===== src/rtl/sample_meter_pkg.sv =====
// Shared types and constants for the sample period meter.
//   state_t : meter FSM encoding (IDLE, SYNC, MEASURE)
//   SAMPLE_W: width of the signed input sample stream
//   rec_t   : {period, peak} record; period is sized for the widest supported counter
package sample_meter_pkg;

   localparam int unsigned SAMPLE_W         = 8;
   localparam int unsigned REC_PERIOD_MAX_W = 16;

   typedef enum logic [1:0] {
      IDLE    = 2'd0,
      SYNC    = 2'd1,
      MEASURE = 2'd2
   } state_t;

   typedef struct packed {
      logic        [REC_PERIOD_MAX_W-1:0] period;
      logic signed [SAMPLE_W-1:0]         peak;
   } rec_t;

endpackage


===== src/rtl/sample_record_reg.sv =====
// Single-entry output holding register for completed {period, peak} records.
//   clk, rst_n   : clock, async active-low reset
//   clr          : sync clear of the held record (overflow is kept)
//   push         : a record completes this cycle, fields on push_period/push_peak
//   rec_ready    : consumer accepts when rec_valid && rec_ready
//   rec_period, rec_peak, rec_valid : held record and its valid flag
//   overflow     : sticky, a completed record found the register still occupied
module sample_record_reg
   import sample_meter_pkg::*;
#(
   parameter int unsigned PERIOD_W = 8
) (
   input  logic                       clk,
   input  logic                       rst_n,
   input  logic                       clr,
   input  logic                       push,
   input  logic        [PERIOD_W-1:0] push_period,
   input  logic signed [SAMPLE_W-1:0] push_peak,
   input  logic                       rec_ready,
   output logic        [PERIOD_W-1:0] rec_period,
   output logic signed [SAMPLE_W-1:0] rec_peak,
   output logic                       rec_valid,
   output logic                       overflow
);

   // Free this cycle if empty or being drained by the consumer on this edge.
   logic can_load;
   assign can_load = !rec_valid || rec_ready;

   always_ff @(posedge clk or negedge rst_n) begin
      if (!rst_n) begin
         rec_valid  <= 1'b0;
         rec_period <= '0;
         rec_peak   <= '0;
         overflow   <= 1'b0;
      end else if (clr) begin
         rec_valid  <= 1'b0;
         rec_period <= '0;
         rec_peak   <= '0;
      end else if (push) begin
         if (can_load) begin
            rec_valid  <= 1'b1;
            rec_period <= push_period;
            rec_peak   <= push_peak;
         end else begin
            overflow   <= 1'b1;
         end
      end else if (rec_valid && rec_ready) begin
         rec_valid <= 1'b0;
      end
   end

endmodule


===== src/rtl/sample_period_meter.sv =====
// Measures the period (in samples) between wrap events of a signed sample
// stream and the signed peak within each period; emits one record per period.
//   clk, rst_n   : clock, async active-low reset
//   clr          : sync soft clear (keeps overflow)
//   sample_in    : signed sample, accepted when sample_valid is high
//   rec_period, rec_peak, rec_valid, rec_ready : record output handshake
//   overflow     : sticky record-dropped flag
//   state_o      : current FSM state for debug
module sample_period_meter
   import sample_meter_pkg::*;
#(
   parameter int unsigned         PERIOD_W    = 8,
   parameter logic [SAMPLE_W-1:0] DROP_THRESH = 8'd32
) (
   input  logic                       clk,
   input  logic                       rst_n,
   input  logic                       clr,
   input  logic signed [SAMPLE_W-1:0] sample_in,
   input  logic                       sample_valid,
   output logic        [PERIOD_W-1:0] rec_period,
   output logic signed [SAMPLE_W-1:0] rec_peak,
   output logic                       rec_valid,
   input  logic                       rec_ready,
   output logic                       overflow,
   output logic [1:0]                 state_o
);

   localparam logic [PERIOD_W-1:0] CNT_MAX = '1;

   state_t                     state_q, state_n;
   logic signed [SAMPLE_W-1:0] prev_q, prev_n;
   logic signed [SAMPLE_W-1:0] peak_q, peak_n;
   logic        [PERIOD_W-1:0] cnt_q, cnt_n;
   logic signed [SAMPLE_W:0]   drop;
   logic signed [SAMPLE_W:0]   thresh;
   logic                       wrap;
   logic                       push;

   // One extra bit so prev - sample never wraps (e.g. -128 - 127).
   assign drop   = {prev_q[SAMPLE_W-1], prev_q} - {sample_in[SAMPLE_W-1], sample_in};
   assign thresh = {1'b0, DROP_THRESH};
   assign wrap   = (drop >= thresh);

   always_comb begin
      state_n = state_q;
      prev_n  = prev_q;
      peak_n  = peak_q;
      cnt_n   = cnt_q;
      push    = 1'b0;
      if (clr) begin
         state_n = IDLE;
         prev_n  = '0;
         peak_n  = '0;
         cnt_n   = '0;
      end else if (sample_valid) begin
         prev_n = sample_in;
         unique case (state_q)
            IDLE: begin
               state_n = SYNC;
            end
            SYNC: begin
               if (wrap) begin
                  state_n = MEASURE;
                  cnt_n   = PERIOD_W'(1);
                  peak_n  = sample_in;
               end
            end
            MEASURE: begin
               if (wrap) begin
                  // Record carries cnt_q/peak_q, i.e. values before this sample.
                  push   = 1'b1;
                  cnt_n  = PERIOD_W'(1);
                  peak_n = sample_in;
               end else begin
                  cnt_n  = (cnt_q == CNT_MAX) ? cnt_q : cnt_q + 1'b1;
                  peak_n = (sample_in > peak_q) ? sample_in : peak_q;
               end
            end
            default: begin
               state_n = IDLE;
            end
         endcase
      end
   end

   always_ff @(posedge clk or negedge rst_n) begin
      if (!rst_n) begin
         state_q <= IDLE;
         prev_q  <= '0;
         peak_q  <= '0;
         cnt_q   <= '0;
      end else begin
         state_q <= state_n;
         prev_q  <= prev_n;
         peak_q  <= peak_n;
         cnt_q   <= cnt_n;
      end
   end

   assign state_o = state_q;

   sample_record_reg #(
      .PERIOD_W (PERIOD_W)
   ) u_rec (
      .clk         (clk),
      .rst_n       (rst_n),
      .clr         (clr),
      .push        (push),
      .push_period (cnt_q),
      .push_peak   (peak_q),
      .rec_ready   (rec_ready),
      .rec_period  (rec_period),
      .rec_peak    (rec_peak),
      .rec_valid   (rec_valid),
      .overflow    (overflow)
   );

endmodule


===== config.mk =====
export PLATFORM = sky130hd
export DESIGN_NAME = sample_period_meter
export DESIGN_NICKNAME = d
export VERILOG_FILES = /design/src/rtl/sample_meter_pkg.sv /design/src/rtl/sample_record_reg.sv /design/src/rtl/sample_period_meter.sv
export SDC_FILE = /design/constraint.sdc
export NUM_CORES = 1
export LEC_CHECK = 0
export ABC_AREA = 1
export CORE_MARGIN = 1
export CORE_UTILIZATION = 57
export DETAILED_ROUTE_END_ITERATION = 6
export GPL_TIMING_DRIVEN = 0
export HOLD_SLACK_MARGIN = 0.12
export PLACE_DENSITY = 0.89
export SLEW_MARGIN = 10
export SYNTH_ARGS = -nofsm -noshare
export SYNTH_HDL_FRONTEND = slang
export SYNTH_SLANG_ARGS = --single-unit
export TNS_END_PERCENT = 30

===== constraint.sdc =====
create_clock -name clk -period 4.5 [get_ports clk]
set_input_delay 0.9 -clock clk [delete_from_list [all_inputs] [get_ports clk]]
set_output_delay 0.9 -clock clk [all_outputs]
set_load 0.02 [all_outputs]

# After elaboration in Yosys (flattened, before gate mapping)
# Cells that the tools add are included.
[word_totals] regBits=44 latchBits=0 mem_bits_rw=0 romBits=0 in_bits=13 output_inout_bits=20 elab_cells=69 n_memories=0
[classes] addsub=2 n_mul=0 div_mod_pow=0 order_cmp=2 eq_ne=8 shifts=0 n_mux=32 bitwise=2 n_reduce_logical=15
[ops] operator="2-to-1 mux 8 bit" count=18
[ops] operator="case mux 8 bit (2 select lines)" count=2
[ops] operator="greater-or-equal comparator 9 x 7 -> 1 bit, second input constant" count=1
[ops] operator="subtractor 8 x 8 -> 9 bit" count=1
[ops] operator="adder 8 x 1 -> 8 bit, second input constant" count=1
[ops] operator="== test 8 bit, second input constant" count=1
[ops] operator="> comparator 8 bit" count=1
[ops] operator="2-to-1 mux 1 bit" count=8
[ops] operator="!= test 4 bit, second input constant" count=2
[ops] operator="AND reduction 4 bit" count=2
[ops] operator="2-to-1 mux 2 bit" count=3
[ops] operator="case mux 2 bit (3 select lines)" count=1
[ops] operator="AND reduction 3 bit" count=2
[ops] operator="nonzero test 2 bit" count=3
[ops] operator="nonzero test 3 bit" count=2
[ops] operator="AND reduction 2 bit" count=2
[ops] operator="!= test 3 x 2 -> 1 bit, second input constant" count=1
[ops] operator="!= test 3 bit, second input constant" count=1
[ops] operator="== test 2 x 1 -> 1 bit, second input constant" count=1
[ops] operator="== test 2 bit, second input constant" count=1
[ops] operator="zero test 2 bit" count=1
[ops] operator="!= test 2 bit, second input constant" count=1
[ops] operator="NOT 1 bit" count=2
[ops] operator="logical AND 1 bit" count=1
[ops] operator="2 further kinds" count=2

# Logic depth before layout (Yosys ltp)
# Gate-level depths: netlist (run 1).
[depth] depth_word=8 depth_mapped=16

# Cells and area by module
# Synthesis (run 1) repeated with hierarchy kept, for this count alone.
[hier_totals] hier_cells=365 area_unflattened_um2=2796.4
[by_module_without_submodules] mod="sample_period_meter" n_inst=1 cells_per_inst=285 area_per_inst_um2=1995.7 seq_area_each_um2=650.6
[by_module_without_submodules] mod="sample_record_reg" n_inst=1 cells_per_inst=80 area_per_inst_um2=800.8 seq_area_each_um2=450.4

# Least setup slack after synthesis (run 1)
# Ideal clock, no wire load.
[synth_timing] kind="input port to flip-flop" start="input sample_in[0]" end="register u_rec.rec_peak[2]" setup_ns=0.118 t_arrival_ns=2.527 required_ns=4.382 path_slack_ns=1.855 cell_stages=13 cell_sequence="ha_1 > fa_1 > inv_1 > nand2_1 > nand3_1 > nand2_1 > a21boi_4 > nand4_4 > nor2_8 > inv_4 > buf_6 > nand3_1 > nand2_1"
[synth_between] elab_chain_cells=8
[synth_rtl] item="from (decl)" line_no="sample_period_meter.sv:18" text="input logic signed [SAMPLE_W-1:0] sample_in,"
[synth_rtl] item="subtractor 8 x 8 -> 9 bit" line_no="sample_period_meter.sv:40" text="assign drop = {prev_q[SAMPLE_W-1], prev_q} - {sample_in[SAMPLE_W-1], sample_in};"
[synth_rtl] item="greater-or-equal comparator 9 x 7 -> 1 bit" line_no="sample_period_meter.sv:42" text="assign wrap = (drop >= thresh);"
[synth_rtl] item="2-to-1 mux 1 bit" line_no="sample_period_meter.sv:69" text="if (wrap) begin"
[synth_rtl] item="2-to-1 mux 1 bit" line_no="sample_period_meter.sv:57" text="unique case (state_q)"
[synth_rtl] item="2-to-1 mux 1 bit" line_no="sample_period_meter.sv:55" text="end else if (sample_valid) begin"
[synth_rtl] item="2-to-1 mux 1 bit" line_no="sample_period_meter.sv:50" text="if (clr) begin"
[synth_rtl] item="nonzero test 2 bit (no source line)"
[synth_rtl] item="AND reduction 2 bit (no source line)"
[synth_rtl] item="to (signal assigned)" line_no="sample_record_reg.sv:44" text="rec_peak <= push_peak;"
[synth_rtl] item="to (decl)" line_no="sample_record_reg.sv:21" text="output logic signed [SAMPLE_W-1:0] rec_peak,"
# No other way between the ends.
# A chain may end at the register's enable or synchronous reset.

# Worst setup path after layout (run 1)
[layout_timing] start="input sample_in[0]" end="register cnt_q[0]"
[layout_between] elab_chain_cells=6 elab_cells_between_ends=9 cone_classes="1 x add/sub; 1 x order compare; 2 x eq/ne; 4 x mux; 1 x reduce/logical"
[layout_rtl] item="subtractor 8 x 8 -> 9 bit (*)" line_no="sample_period_meter.sv:40"
[layout_rtl] item="greater-or-equal comparator 9 x 7 -> 1 bit (*)" line_no="sample_period_meter.sv:42"
[layout_rtl] item="2-to-1 mux 8 bit" line_no="sample_period_meter.sv:69"
[layout_rtl] item="case mux 8 bit (2 select lines)" line_no="sample_period_meter.sv:57"
[layout_rtl] item="2-to-1 mux 8 bit" line_no="sample_period_meter.sv:55"
[layout_rtl] item="2-to-1 mux 8 bit" line_no="sample_period_meter.sv:50"
[layout_rtl] item="to (signal assigned)" line_no="sample_period_meter.sv:96" text="cnt_q <= cnt_n;"
[layout_rtl] item="to (decl)" line_no="sample_period_meter.sv:33" text="logic [PERIOD_W-1:0] cnt_q, cnt_n;"
# Mark *: on every way between the ends. The rest lies on a longest branch, timed or not. The select of a mux whose other input is x is not followed.

==> results.txt, run 1 <==
For this run, the slowest stage of the critical path takes 450 ps. The clock passes through at most 2 buffers. Entering global routing, the biggest net connects 32 pins. For this run, the post-layout net count is 412. The run gives 0 as the final-report hold violation count. The total area inside the core boundary comes to 0.00475 mm2. The run finished with clean final reports. The hold-fix buffer count after cts came out at 0.

The port buffer count was 32. Wires add up to 5730 um. Internal power comes to 0.660 mW.

The via count is 2332, and the die height is 72.6 um. The via count of the first global-routing pass is 2225, and the via-per-instance ratio is 5.19. For this design, the slowest cell found on the critical path is clkdlybuf4s50_1.

Setup repair after global routing left no endpoint under its margin. Maximum net fanout on the critical path: 10. The fraction of final layout cells sized beyond drive strength 1 is 12.6%. The design draws 0.997 mW. The number of cells upsized or downsized after cts was 0. The clock root buffer master was clkbuf_8. Once the floorplan was initialized, standard cells occupied 59.8% of the core.

The tools report the max-cap violation count as 0. The total power divided by cell area was 297 mW/mm2. The number of placed instances, taps included, is 441.

The CTS buffer count is 5, and the final weighted congestion in routability-driven placement is 0.899. On the final layout, the worst clock skew is 4.66 ps. The die area is 0.00528 mm2, and the relative slew slack is 60.7%.

The number of detailed-route iterations in the first pass is 4, and the number of inserted diodes is 0. The final non-filler cell total is 449. Per report_power, the clock group accounts for 25.9% of the total. The most numerous cell type found on the critical path is nand2_1. Once detail routing completed, the nets flagged for antenna violations numbered 0. STA classifies the critical path startpoint as a primary input. STA puts the critical path data arrival time at 3240 ps.

The yosys synthesis warning count is 0, and the peak ir drop on the vdd network is 0.162 mV. Row generation in the floorplan step produced 25 rows. Counting flops with a built-in enable in the synthesized netlist gives 0. The run gives 0 ps as the aggregate negative setup slack. In this run the count of I/O pins placed on the die edge is 33. Synthesis inferred 44 register bits.

The logs give 4690 ps for the data required time of the critical path and 4430 um for the estimated wirelength of the detail-placed design. The area growth from synthesis to layout is 18.0%. The synthesized area divided by synthesized cell count came out at 8.34 um2.

The worst register-to-register path begins at prev_q[0]$_DFFE_PN0P_. The cell taking the most area after synthesis is dfrtp_1. The total cell area at the placement stage was 0.00326 mm2. Of the total power, the share spent switching nets is 33.7%. After synthesis, the share of flip-flops with an asynchronous set or reset is 100%.

In the final routed layout, each cell accounts on average for 12.8 um. The tools report the power spent charging and discharging nets as 0.336 mW. The tools report the category of the worst setup path capture point as a flop. Yosys attributes the largest share of cell area to dfrtp_1, nand2_1, ha_1. Synthesis instantiated 33 different standard cells from the library. For the finished layout, the period the worst path requires is 3050 ps.

After the first detailed-routing iteration, the DRC count stood at 154. Counting every net in the synthesized netlist gives 372. The class of the worst hold path was primary input to async pin. After detailed routing, the number of remaining DRC violations is 0. The initial antenna violation count is 0, and the final critical-path share of the clock period is 67.7%. TritonCTS built the clock tree. Global routing used 24.1% of the available tracks. Per report_power, the sequential group accounts for 44.9% of the total. The die span in x is 72.6 um, and the final design instance area without fill is 0.00336 mm2.

The global-route congestion overflow total was 0. The fraction of post-synthesis cell area in the top cell type by area was 38.7%; the count of endpoints failing setup in the final report was 0. The first global-routing pass estimated 9820 um of wire. Clock-pin slew was measured on the worst setup and hold paths at 80 ps. The run gives 0 as the max-slew violation count.

The critical path starts at sample_in[0]. The relative contribution of combinational cells to total power is 29.2%. The critical path is of the primary input to flop type. Summed over all cells, the static leakage comes to 1.75 nW.

Timing would allow up to 328 MHz. Once the clock tree was built, the setup fixing pass inserted 0 buffers. The tools report the number of standard cells after synthesis as 341. The signal on the critical path passes through clkdlybuf4s50_1 > ha_1 > fa_1 > inv_1 > nand2_1 > nand3_1 > nand2_1 > a21boi_4 > nand2_4 > nand2_2 > nand3_4 > buf_6 > o21bai_2 > nand2_1. Among all flip-flop cells after synthesis, the most frequent one is dfrtp_1. The later pin in the worst-skew pair is clocked with a latency of 300 ps. For this design, the sink count on the clock tree is 44. The area of the mapped netlist was 0.00284 mm2; the proportion of synthesized chip area in sequential cells was 38.7%. The H-tree depth is 2, and the worst-margin pin slew is 583 ps.
logic make-up (layout without fill, tap and decap cells):
kind of cell / count (synthesis) / after routing / share of synthesized area (%)
XOR/XNOR: 4 / 4 / 1.23
buffers and inverters: 59 / 100 / 8.75
AO/OA/AOI/OAI: 33 / 33 / 9.19
adder cells (fa/ha/maj): 18 / 18 / 8.18
flip-flops: 44 / 44 / 38.7
AND/OR/NAND/NOR: 177 / 177 / 31.5
multiplexers: 6 / 6 / 2.38
layer usage:
| metal | vias up | GRT usage (%) | wire length [um] |
|---|---|---|---|
| li1 | 1180 | - | - |
| met1 | 1074 | 30.3 | 2560 |
| met2 | 64 | 41.7 | 2810 |
| met3 | 14 | 3.73 | 221 |
| met4 | 0 | 9.37 | 144 |
| met5 | - | 0 | 0 |
metrics by stage:
step	utilization [%]	hold WS (ps)	setup WS, ps
finish	70.6	481	1450
global route	70.6	500	1280
CTS	70.6	484	1480
detailed placement	68.6	467	1160
global placement	68.3	473	1220
floorplan	-	462	1860
registers in the layout (all words and copies together), names as in the netlist:
signal and count:
u_rec.rec_valid 1, u_rec.rec_peak 8, peak_q 8, prev_q 8, u_rec.rec_period 8, u_rec.overflow 1, cnt_q 8, state_o 2
placed cells by master (no fill, tap or decap), types with 2 or more instances in the layout:
master,synthesis,final
a31oi_1,2,2
o21bai_1,7,7
clkbuf_8,0,6
clkbuf_1,2,2
clkdlybuf4s50_1,0,31
buf_6,3,3
xor2_1,3,3
inv_1,49,49
nand4_1,4,4
o21ai_1,4,4
nand2_1,90,90
nand3_2,10,10
nor2_1,26,26
nor2_4,2,2
buf_2,2,3
nand3_1,31,31
nand2_4,2,2
o21ai_0,3,3
o21bai_2,10,10
a21oi_1,6,6
dfrtp_1,44,44
mux2_1,6,6
nor2_8,3,3
ha_1,17,17
nor3_1,5,5
clkinv_2,0,2
area by class of cell:
type                    instances  area [um2]
inverters                      51         194
clock buffers                   6        82.6
plain buffers                   8        55.1
clock inverters                 2        10.0
flip-flops and latches         44        1100
fillers                       359        1400
repair buffers                 33         335
well taps                      67        83.8
multi-input cells             238        1490
cell usage after synthesis (2+ instances only):
library cell   n
nand2_1       90
nand2_4        2
inv_1         49
nand4_1        4
nor2_1        26
nand3_2       10
nor2_8         3
ha_1          17
clkbuf_1       2
o21bai_2      10
buf_2          2
xor2_1         3
o21bai_1       7
mux2_1         6
dfrtp_1       44
o21ai_0        3
buf_6          3
nand3_1       31
a21oi_1        6
o21ai_1        4
a31oi_1        2
nor3_1         5
nor2_4         2
power groups by stage:
stage | Clock, mW | Combinational (mW) | Sequential [mW]
floorplan | 0 | 0.203 | 0.459
global placement | 0 | 0.277 | 0.454
detailed placement | 0 | 0.289 | 0.456
CTS | 0.264 | 0.292 | 0.448
global route | 0.278 | 0.325 | 0.451
finish | 0.258 | 0.291 | 0.448
worst max-delay path: cells and delay by family:
kind / cells / cell delay (ps)
buffers and inverters: 3 / 730
and+or+nand+nor: 7 / 640
adders and majority gates: 2 / 630
AOI/OAI and AO/OA: 2 / 340
final timing paths:
check | cells past startpoint | slack [ps] | end
worst max-delay path | 14 | 1450 | cnt_q[0]$_DFFE_PN0P_
worst min-delay path | 1 | 480 | u_rec.rec_period[3]$_DFFE_PN0P_
worst max register to register | 14 | 2130 | cnt_q[0]$_DFFE_PN0P_
worst min register to register | 1 | 480 | u_rec.overflow$_DFFE_PN0P_
max in group asynchronous | 2 | 3560 | prev_q[6]$_DFFE_PN0P_
min in group clk | 1 | 480 | u_rec.overflow$_DFFE_PN0P_
(Power assumes the default switching activity.)
==> run 2: changes to the inputs <==
CORE_UTILIZATION = 56   (was 57)
PLACE_DENSITY = 0.88   (was 0.89)
clock period = 2.9 ns   (was 4.5 ns; I/O delays follow)
==> run 2 against run 1 <==
Against the previous run:
- sequential power increased by 55%
- design area increased by 0.45%
- largest cell class unchanged
- combinational power increased by 56%
- clock-buffer cell count unchanged
- largest power group unchanged
- critical path depth increased by 1
- worst hold slack got worse by 350 ps
- utilization decreased by 0.60 points
- routed wire length decreased by 0.91%
==> results.txt, run 2 (synthesized netlist as in run 1, its figures left out) <==
The flow ran to the end, and the final reports show no timing, DRC or antenna violations. The overall routed net length is 5680 um (was 5730 um). The number of detailed-route iterations in the first pass is 4 (unchanged). The share of the core filled with cells was 70.0% (was 70.6%); the maximum buffer depth of the clock tree was 2 (unchanged).

The final design instance area without fill came out at 0.00337 mm2 (was 0.00336 mm2). Port buffer count: 32 (unchanged). The run gives 5 (unchanged) as the CTS buffer count.

The initial antenna violation count is 0 (unchanged). TritonCTS built the clock tree. The run gives 0 (unchanged) as the number of antenna-violating nets in the routed design.

The data arrival time at the worst-slack endpoint is 2930 ps (was 3240 ps). The tools report the violation count after the first detailed-route iteration as 85 (was 154). The tools report the clock root buffer master as clkbuf_8 (unchanged).

The run gives 9760 um (was 9820 um) as the global-route wire length before repair. The critical setup path kind was primary input to flop (unchanged). The number of remaining DRC errors was 0 (unchanged). The total cell area at the placement stage is 0.00326 mm2 (unchanged). The tools report the clock latency on the worst-skew pair as 300 ps (about the same). The tools report the H-tree depth as 2 (unchanged). For the max-slew violation count, the log shows 0 (unchanged). The die span in x is 73.3 um (was 72.6 um), and the estimated wirelength of the detail-placed design is 4470 um (was 4430 um). The most common cell after layout, fill and taps aside is nand2_1 (unchanged).

The starting density of the core came out at 59.0% (was 59.8%). Of the available clock period, the critical path in the final layout requires 94.4%. The tools report the count of endpoints failing setup in the final report as 0 (unchanged).

The type of element launching the critical path was a primary input (unchanged). The post-layout total power is 1.61 mW (was 0.997 mW), and the total routing resource utilization after global routing is 23.7% (was 24.1%). The category of the worst setup path capture point is a flop (unchanged). The fraction of final layout cells sized beyond drive strength 1 was 12.3% (was 12.6%). The via count of the first global-routing pass was 2205 (was 2225). The tools report the global-route congestion overflow total as 0 (unchanged). For the final weighted congestion in routability-driven placement, the log shows 0.862 (was 0.899).

The run gives 25 (unchanged) as the number of standard-cell rows in the floorplan. Mean routed wirelength per cell: 12.7 um (was 12.8 um). Most frequent cells in the layout: nand2_1, inv_1, dfrtp_1, nand3_1, clkdlybuf4s50_1 (unchanged).

The via-per-instance ratio is 5.10 (was 5.19). Class of the worst hold path: primary input to async pin (unchanged). The total power divided by cell area was 479 mW/mm2 (was 297 mW/mm2). The logs give 3090 ps (was 4690 ps) for the data required time of the critical path and 560 ps (was 2130 ps) for the worst-case register-to-register setup slack. The number of nets in the finished design came out at 412 (unchanged). The clock sink count came out at 44 (unchanged). For the number of top-level pins, the log shows 33 (unchanged). The smallest clock period supported by the final layout is computed as 2740 ps. The run gives -122 ps (was 1160 ps) as the pre-CTS worst setup slack. For the total setup buffers inserted after CTS, the log shows 0 (unchanged). The logs give 6.59 ps (was 4.66 ps) for the worst clock skew and 2292 (was 2332) for the via count. The logs give 37 (was 32) for the maximum number of pins on one net before global-route repair and 0.00537 mm2 (was 0.00528 mm2) for the die area. For the number of cells upsized or downsized after cts, the log shows 0 (unchanged). The hold-fix buffer count after cts was 0 (unchanged).

Setup repair after global routing left no endpoint under its margin. The run gives 0 (unchanged) as the number of inserted diodes. For this run, the top clock speed supported by timing is 365 MHz. For the worst hold margin, the log shows 131 ps (was 481 ps).

The clock slew at the register clock pins of the worst setup and hold paths is 80 ps (about the same). The die height is 73.3 um (was 72.6 um), and the synthesis-to-finish area growth is 18.5% (was 18.0%). The least setup slack across all paths after layout was 162 ps (was 1450 ps). The worst-margin pin slew is 575 ps (was 583 ps). The peak ir drop on the vdd network was 0.282 mV (was 0.162 mV). The final-report hold violation count was 0 (unchanged). The tools report the leakage power as 1.76 nW (was 1.75 nW). The relative slew slack is 61.3% (was 60.7%). The max-cap violation count came out at 0 (unchanged). The tools report the core outline area as 0.00482 mm2 (was 0.00475 mm2).

The maximum net fanout on the critical path works out to 9 (was 10).
[run 2: cell types whose count changed in the layout (fill, tap and decap cells not counted), sizes merged]
cell / change
clkinv: -1
bufinv: +1
[run 2: path summary, 6_finish.rpt]
| check | startpoint | cells after the start | endpoint |
|---|---|---|---|
| worst max-delay path | sample_in[0] | 15 | cnt_q[5]$_DFFE_PN0P_ |
| worst min-delay path | rst_n | 1 | prev_q[1]$_DFFE_PN0P_ |
| worst max register to register | prev_q[0]$_DFFE_PN0P_ | 15 | cnt_q[5]$_DFFE_PN0P_ |
| worst min register to register | u_rec.overflow$_DFFE_PN0P_ | 1 | u_rec.overflow$_DFFE_PN0P_ |
| max in group asynchronous | rst_n | 2 | cnt_q[2]$_DFFE_PN0P_ |
| min in group clk | u_rec.overflow$_DFFE_PN0P_ | 1 | u_rec.overflow$_DFFE_PN0P_ |
[run 2: layout make-up]
type                            count  area, um2
Buffer                              8       55.1
Clock buffer                        6       72.6
Tap cell                           67       83.8
Timing Repair Buffer               33        335
Multi-Input combinational cell    238       1490
Sequential cell                    44       1100
Fill cell                         389       1450
Clock inverter                      2       35.0
Inverter                           51        194
[run 2: power by group]
part | switching, mW | internal, mW
logic | 0.279 | 0.174
registers | 0.0338 | 0.662
clock network | 0.209 | 0.256
[run 2: per-stage QoR]
step | TNS (ps) | std cells
global placement | -622 | 440
CTS | 0 | 449
finish | 0 | 449
detailed placement | -2190 | 441
floorplan | 0 | 341
global route | 0 | 449
[run 2: routing by layer]
layer	track usage, %	routed length [um]	vias to the layer above
met1	28.8	2680	1063
li1	-	-	1175
met5	0	0	-
met4	8.71	80	0
met3	3.98	153	8
met2	42.1	2770	46
[run 2: worst max-delay path: stages]
cell             delay [ps]
clkdlybuf4s50_1         450
ha_1                    260
fa_1                    370
inv_1                    60
nand2_1                  80
nand3_1                  80
nand2_1                 100
nand2_1                  90
nand3_2                 140
nand2_4                 120
nand2_4                 130
nor2_8                  230
nor2_4                  100
nand2_1                  80
nand2_1                  50
